$ cat config.mk
export PLATFORM = sky130hd
export DESIGN_NAME = regfile_op_sequencer
export DESIGN_NICKNAME = d
export VERILOG_FILES = /design/src/rtl/regfile_op_sequencer_pkg.sv /design/src/rtl/regfile_op_sequencer_alu.sv /design/src/rtl/regfile_op_sequencer.sv
export SDC_FILE = /design/constraint.sdc
export NUM_CORES = 1
export LEC_CHECK = 0
export ABC_AREA = 1
export CORE_UTILIZATION = 49
export CTS_BUF_LIST = sky130_fd_sc_hd__clkbuf_2
export CTS_CLUSTER_DIAMETER = 80
export CTS_CLUSTER_SIZE = 40
export DETAILED_ROUTE_END_ITERATION = 8
export PLACE_DENSITY = 0.84
export SYNTH_ARGS = -nofsm -noshare
export SYNTH_HDL_FRONTEND = slang
export SYNTH_SLANG_ARGS = --single-unit
$ cat constraint.sdc
create_clock -name clk -period 2.6 [get_ports clk]
set_input_delay 0.26 -clock clk [delete_from_list [all_inputs] [get_ports clk]]
set_output_delay 0.26 -clock clk [all_outputs]
set_load 0.05 [all_outputs]
$ cat src/rtl/regfile_op_sequencer_pkg.sv
// Shared opcode and FSM state definitions for the register-file operation sequencer.
// Imported by the sequencer top level and its ALU.
package regfile_op_sequencer_pkg;

   typedef enum logic [2:0] {
      OP_ADD = 3'b000,
      OP_SUB = 3'b001,
      OP_AND = 3'b010,
      OP_OR  = 3'b011,
      OP_XOR = 3'b100,
      OP_MOV = 3'b101,
      OP_LDI = 3'b110,
      OP_NOP = 3'b111
   } op_e;

   typedef enum logic [1:0] {
      ST_IDLE,
      ST_READ,
      ST_EXEC,
      ST_WRITE
   } state_e;

   function automatic logic op_writes(input op_e op);
      return op != OP_NOP;
   endfunction

endpackage

$ cat src/rtl/regfile_op_sequencer_alu.sv
// Combinational ALU for the sequencer: (op, a, b, imm) -> result, modulo 2**DATA_W.
// NOP yields zero so the reported result of a NOP is well defined.
module regfile_op_sequencer_alu
   import regfile_op_sequencer_pkg::*;
#(
   parameter int unsigned DATA_W = 16
) (
   input  op_e               op,
   input  logic [DATA_W-1:0] a,
   input  logic [DATA_W-1:0] b,
   input  logic [DATA_W-1:0] imm,
   output logic [DATA_W-1:0] result
);

   always_comb begin
      result = '0;
      case (op)
         OP_ADD:  result = a + b;
         OP_SUB:  result = a - b;
         OP_AND:  result = a & b;
         OP_OR:   result = a | b;
         OP_XOR:  result = a ^ b;
         OP_MOV:  result = a;
         OP_LDI:  result = imm;
         default: result = '0;
      endcase
   end

endmodule

$ cat src/rtl/regfile_op_sequencer.sv
// Command-driven initiator for a two-read/one-write register file.
// Each accepted command runs READ -> EXEC -> WRITE, one cycle each, then returns to IDLE.
module regfile_op_sequencer
   import regfile_op_sequencer_pkg::*;
#(
   parameter int unsigned DATA_W = 16,
   parameter int unsigned ADDR_W = 3
) (
   input  logic              clk,
   input  logic              rst_n,
   input  logic              cmd_valid,
   output logic              cmd_ready,
   input  logic [2:0]        cmd_op,
   input  logic [ADDR_W-1:0] cmd_rd,
   input  logic [ADDR_W-1:0] cmd_ra,
   input  logic [ADDR_W-1:0] cmd_rb,
   input  logic [DATA_W-1:0] cmd_imm,
   output logic [ADDR_W-1:0] RA_addr,
   output logic [ADDR_W-1:0] RB_addr,
   input  logic [DATA_W-1:0] RA_data,
   input  logic [DATA_W-1:0] RB_data,
   output logic [ADDR_W-1:0] WR_addr,
   output logic [DATA_W-1:0] WR_data,
   output logic              WE,
   output logic              res_valid,
   output logic [DATA_W-1:0] res_data
);

   state_e            state_q, state_d;
   op_e               op_q;
   logic [ADDR_W-1:0] rd_q;
   logic [DATA_W-1:0] imm_q;
   logic [DATA_W-1:0] a_q;
   logic [DATA_W-1:0] b_q;
   logic [DATA_W-1:0] alu_res;
   logic              accept;

   assign cmd_ready = (state_q == ST_IDLE);
   assign accept    = cmd_valid && cmd_ready;

   always_ff @(posedge clk or negedge rst_n) begin
      if (!rst_n) state_q <= ST_IDLE;
      else        state_q <= state_d;
   end

   always_comb begin
      state_d = state_q;
      case (state_q)
         ST_IDLE:  if (accept) state_d = ST_READ;
         ST_READ:  state_d = ST_EXEC;
         ST_EXEC:  state_d = ST_WRITE;
         ST_WRITE: state_d = ST_IDLE;
         default:  state_d = ST_IDLE;
      endcase
   end

   regfile_op_sequencer_alu #(.DATA_W(DATA_W)) u_alu (
      .op     (op_q),
      .a      (a_q),
      .b      (b_q),
      .imm    (imm_q),
      .result (alu_res)
   );

   // RA/RB addresses are loaded on accept so they are already valid throughout READ,
   // and they double as the latched ra/rb, holding their value until the next accept.
   always_ff @(posedge clk or negedge rst_n) begin
      if (!rst_n) begin
         op_q      <= OP_ADD;
         rd_q      <= '0;
         imm_q     <= '0;
         a_q       <= '0;
         b_q       <= '0;
         RA_addr   <= '0;
         RB_addr   <= '0;
         WR_addr   <= '0;
         WR_data   <= '0;
         WE        <= 1'b0;
         res_valid <= 1'b0;
         res_data  <= '0;
      end else begin
         case (state_q)
            ST_IDLE: begin
               if (accept) begin
                  op_q    <= op_e'(cmd_op);
                  rd_q    <= cmd_rd;
                  imm_q   <= cmd_imm;
                  RA_addr <= cmd_ra;
                  RB_addr <= cmd_rb;
               end
            end
            ST_READ: begin
               a_q <= RA_data;
               b_q <= RB_data;
            end
            ST_EXEC: begin
               WR_addr   <= rd_q;
               WR_data   <= alu_res;
               res_data  <= alu_res;
               WE        <= op_writes(op_q);
               res_valid <= 1'b1;
            end
            ST_WRITE: begin
               WE        <= 1'b0;
               res_valid <= 1'b0;
            end
            default: begin
               WE        <= 1'b0;
               res_valid <= 1'b0;
            end
         endcase
      end
   end

endmodule
# ---- Yosys cells after proc, flatten, opt, wreduce, memory -nomap -nowiden
# Index checks and enable logic that the tools add are counted.
dict set report classes {
  n_addsub 2
  n_eq_ne 11
  n_mux 5
  bitwise_logic 3
  reduce_logical 5
}
# operator n
set op_table {}
lappend op_table {{case mux 16 bit (7 select lines)} 1}
lappend op_table {{adder 16 bit} 1}
lappend op_table {{AND 16 bit} 1}
lappend op_table {{OR 16 bit} 1}
lappend op_table {{subtractor 16 bit} 1}
lappend op_table {{bitwise XOR 16 bit} 1}
lappend op_table {{== test 3 bit, second input constant} 3}
lappend op_table {{case mux 2 bit (4 select lines)} 1}
lappend op_table {{== test 3 x 2 -> 1 bit, second input constant} 2}
lappend op_table {{== test 2 bit, second input constant} 2}
lappend op_table {{case mux 1 bit (2 select lines)} 2}
lappend op_table {{== test 3 x 1 -> 1 bit, second input constant} 1}
lappend op_table {{zero test 3 bit} 1}
lappend op_table {{!= test 3 bit, second input constant} 1}
lappend op_table {{== test 2 x 1 -> 1 bit, second input constant} 1}
lappend op_table {{zero test 2 bit} 1}
lappend op_table {{two-way mux 2 bit} 1}
lappend op_table {{!= test 2 x 1 -> 1 bit, second input constant} 1}
lappend op_table {{AND reduction 2 bit} 1}
lappend op_table {{nonzero test 2 bit} 1}
lappend op_table {{logical AND 1 bit} 1}
dict set report totals {
  reg_bits 83
  input_bits 63
  output_inout_bits 44
  word_cells 38
}

# ---- Depth between registers and ports, before layout
dict set report depth {
  ltp_word 4
  ltp_mapped 22
  depth_no_buf 22
}

# ---- Hierarchy
# A second synthesis with hierarchy kept.
dict set report unflattened {
  hier_cells 799
  area_unflattened_um2 5768.0
}
# mod instances cells_per_inst area_per_inst_um2 seq_area_each_um2
set modules_own_cells {}
lappend modules_own_cells {regfile_op_sequencer 1 382 3399.5 2077.0}
lappend modules_own_cells {regfile_op_sequencer_alu 1 417 2368.5 0.0}

# ---- Least setup slack after synthesis
# OpenSTA, ideal clock, no wires.
dict set report synth_path {
  kind {register to register}
  startpoint {register b_q[0]}
  endpoint {register res_data[15]}
  t_arrival_ps 2479
  t_required_ps 2482
  path_slack_ps 3
  path_stages_with_launch 21
  path_buffers 0
  path_cell_list {dfrtp_1 > inv_1 > ha_1 > inv_1 > nor2_1 > nand3_1 > nor3_1 > nand2_1 > o21ai_0 > xor2_1 > ha_1 > a21oi_1 > nand2_1 > nand2_1 > nand2_1 > a21oi_1 > nand3_1 > nand3_1 > nand2_1 > nand2_1 > nand2_1}
}
dict set report synth_via {
  elab_chain_cells 2
  word_cells_on_any_way 3
  classes_between {2 x add/sub; 1 x mux}
}
# item line
set synth_rtl {}
lappend synth_rtl {{start: declaration} regfile_op_sequencer.sv:34} ;# logic [DATA_W-1:0] b_q;
lappend synth_rtl {{start signal: assignment} regfile_op_sequencer.sv:94} ;# b_q <= RB_data;
lappend synth_rtl {{subtractor 16 bit or adder 16 bit (tied branches)} {regfile_op_sequencer_alu.sv:19, regfile_op_sequencer_alu.sv:18}}
lappend synth_rtl {{case mux 16 bit (7 select lines) (*)} regfile_op_sequencer_alu.sv:17} ;# case (op)
lappend synth_rtl {{end signal: assignment} regfile_op_sequencer.sv:99} ;# res_data <= alu_res;
lappend synth_rtl {{end: declaration} regfile_op_sequencer.sv:26} ;# output logic [DATA_W-1:0] res_data
# Every way passes the cells marked *; elsewhere a longest branch is shown, timed or not.
# A chain may end at the register's enable or synchronous reset.

# ---- Worst setup path after layout
# Same ends and word-level chain as after synthesis.

==> metrics.txt <==
Final Max Slew Viols 0; vias in the first global route 5244; most frequent CP cell nand2_2; initial antenna violation count 0; R2R Setup Slk -0.09 ns; Antenna Violating Nets Remaining 0; DRT Pass-1 Iters 8; #FFs+latches synth a little over 80; Final Hold Fails 0; area delta synth->final 37.47%; RD Place Congestion approximately 0.9; leading area contributor after synthesis dfrtp_1; Fmax 372.2 MHz; post-synth cell types 31; hold slack around 0.17 ns; CP max FO 4; via count 5341; DP HPWL 11.23 mm; worst stage delay on the critical path around 0.45 ns; pin count of the biggest net entering global routing 65; syn_area_per_cell just under 8 sq um; Final Cell Area about 0.0074 sq mm; crit path DAT 3.24 ns; Cell Chain, Critical Path inv_2 -> ha_4 -> inv_2 -> nor2_4 -> nand3_4 -> nor3_4 -> nand2_2 -> o21ai_2 -> xor2_1 -> ha_1 -> a21oi_2 -> nand2_2 -> nand2_2 -> nand2_2 -> a21oi_2 -> nand3_1 -> nand3_1 -> nand2_1 -> nand2_1 -> nand2_1; async set or reset register ratio after synthesis 1.000; Tcrit/Tclk final 1.033; input/output buffers between 100 and 150; Worst Hold Depth 3; Worst slew margin 0.4427; clock buffer depth 2; clock latency on the worst-skew pair ~0.61 ns; Hold Startpoint RB_data[9]; Die X 106.9 microns; Multi-input gate area about 0.0031 sq mm; CP Capture Type register; layout cells sized above 1 0.1847; num ports 107; Std-Cell Core Area 0.01051 sq mm; hold crit path type input port to register; Avg Vias per Cell ~5.4; diode count 0; Fillers 816; Fin Clk Skew about 0.04 ns; drt wl/cell 16.50 microns; number of flops mapped to enable cells by yosys 0; CTS root buffer clkbuf_2; Reg clk slew, reported paths approximately 0.28 ns; die area 0.01143 sq mm; worst slew pin tran 0.8350 ns; post-synthesis sequential area ratio 0.3852; status finished, violations left; register area 0.002078 sq mm; Row Count 37; RSZ-0062 raised after global routing yes; YS warnings 0; mapped cell area 0.005393 sq mm; CP max stage cell dfrtp_1; GRT Util Overall 0.2848; R2R Path Start b_q[0]; first-pass GRT wire length 25.28 mm; count leader, synth nand2_1; syn_nets between 800 and 900; R2R depth 20; Final Setup Violations 7; Critical path origin b_q[0]; hold endpoint b_q[9]; GRT Residual Overflow 0; Synth area leaders dfrtp_1 39%, nand2_1 13%, ha_1 12%; clock net sink count 83; DRT iter0 DRCs 377; setup ws final -0.08669 ns; Tmin final 2.687 ns; post-layout net count 961; synth cell count leaders 187 x nand2_1, 87 x inv_1, 83 x dfrtp_1; starting density of the core 0.5132; detailed-route DRC error count 0; Placed Area 0.006828 sq mm; CTS Buf Count 9; Setup CP Type register to register; WP buf/inv 2; aggregate routed wire length around 16 mm; Die Span Y 106.9 microns; max-cap violation count 0; reg2reg end res_data[15]; CP required 3.16 ns; Post-Synthesis Cells 699; most common flop cell mapped by yosys dfrtp_1; CTS tree done; share of the synthesized area in the top cell type 0.3852; CP top delay family simple AND/OR/NAND/NOR gates; CP startpoint kind register; H-tree depth 3; violated checks negative setup slack
==> registers in the layout (all words and copies together) (netlist names) <==
signal and cells:
a_q 16, b_q 16, imm_q 16, res_data 16, RA_addr 3, RB_addr 3
WR_addr 3, op_q 3, rd_q 3, state_q 2, WE 1, res_valid 1
==> layer usage <==
metal  track usage  part of all wire
met1        0.3604              0.41
met2        0.4696              0.49
met3       0.06505             0.074
met4        0.1155             0.028
met5             0                 0
==> worst max path at each step <==
stage,depth (start not counted),endpoint,slack [ns]
final,20,res_data[15],-0.09
after global routing,20,res_data[15],-0.27
after CTS,22,res_data[15],-0.12
after detailed placement,20,res_data[15],-0.29
after global placement,20,res_data[15],-0.21
after floorplan,20,res_data[15],0.003
==> tightest hold or removal path, cell delays in order <==
cell	delay (ns)
clkdlybuf4s50_1	0.39
nand2_1	0.06
o21ai_0	0.07
==> metrics by stage <==
stage          setup WS [ns]  std cells  setup TNS [ns]  utilization
2_1_floorplan       0.003214        699               0            -
3_3_place_gp         -0.2078        958          -1.155       0.6497
3_5_place_dp         -0.2851        958          -1.823       0.6497
4_1_cts              -0.1180        979         -0.3565       0.6841
5_1_grt              -0.2704        986          -2.035       0.7054
6_report            -0.08669        986         -0.2962       0.7054
==> layout by cell type (no fill, tap or decap), types with 5 or more instances in the layout <==
| cell | Yosys | routed |
|---|---|---|
| o22ai_1 | 12 | 12 |
| nand2_1 | 187 | 172 |
| nand2_2 | 0 | 14 |
| o21ai_0 | 57 | 48 |
| inv_2 | 0 | 6 |
| dfrtp_1 | 83 | 82 |
| o21ai_2 | 1 | 5 |
| clkbuf_2 | 0 | 9 |
| nand3_1 | 28 | 23 |
| buf_4 | 20 | 66 |
| o21ai_1 | 1 | 6 |
| ha_4 | 0 | 6 |
| xor2_1 | 13 | 13 |
| clkdlybuf4s50_1 | 0 | 105 |
| a21oi_1 | 46 | 36 |
| nor2_1 | 50 | 43 |
| inv_1 | 87 | 81 |
| mux2_2 | 9 | 9 |
| a21oi_2 | 0 | 9 |
| or2_2 | 5 | 5 |
| ha_1 | 52 | 46 |
==> kinds of logic (layout without fill, tap and decap cells) <==
| logic type | count (synthesis) | in the layout | synth area share |
|---|---|---|---|
| AO/OA/AOI/OAI | 136 | 136 | 0.1401 |
| XOR/XNOR | 15 | 15 | 0.02436 |
| adder cells (fa/ha/maj) | 53 | 53 | 0.1244 |
| buffers and inverters | 126 | 277 | 0.1026 |
| flip-flops | 83 | 83 | 0.3852 |
| multiplexers | 9 | 9 | 0.01879 |
| AND/OR/NAND/NOR | 277 | 277 | 0.2046 |
==> layout make-up <==
type | instances | area share
Multi-Input combinational cell | 490 | 0.4127
Sequential cell | 83 | 0.2803
Timing Repair Buffer | 174 | 0.2142
Inverter | 87 | 0.04405
Tap cell | 136 | 0.02295
Clock inverter | 7 | 0.01975
Clock buffer | 9 | 0.006076
==> repair_timing <==
action                                  4_1_cts  5_1_grt
endpoints found under the hold margin        53        0
setup buffers                                 4        7
hold buffers                                  1        0
pin swaps                                    18       27
resized for setup                            39       43
endpoints found under the setup margin        9       13
cloned                                        0        0
Power is not shown: default switching activity piles up to over one toggle a cycle in this logic, so the estimate is an artifact.
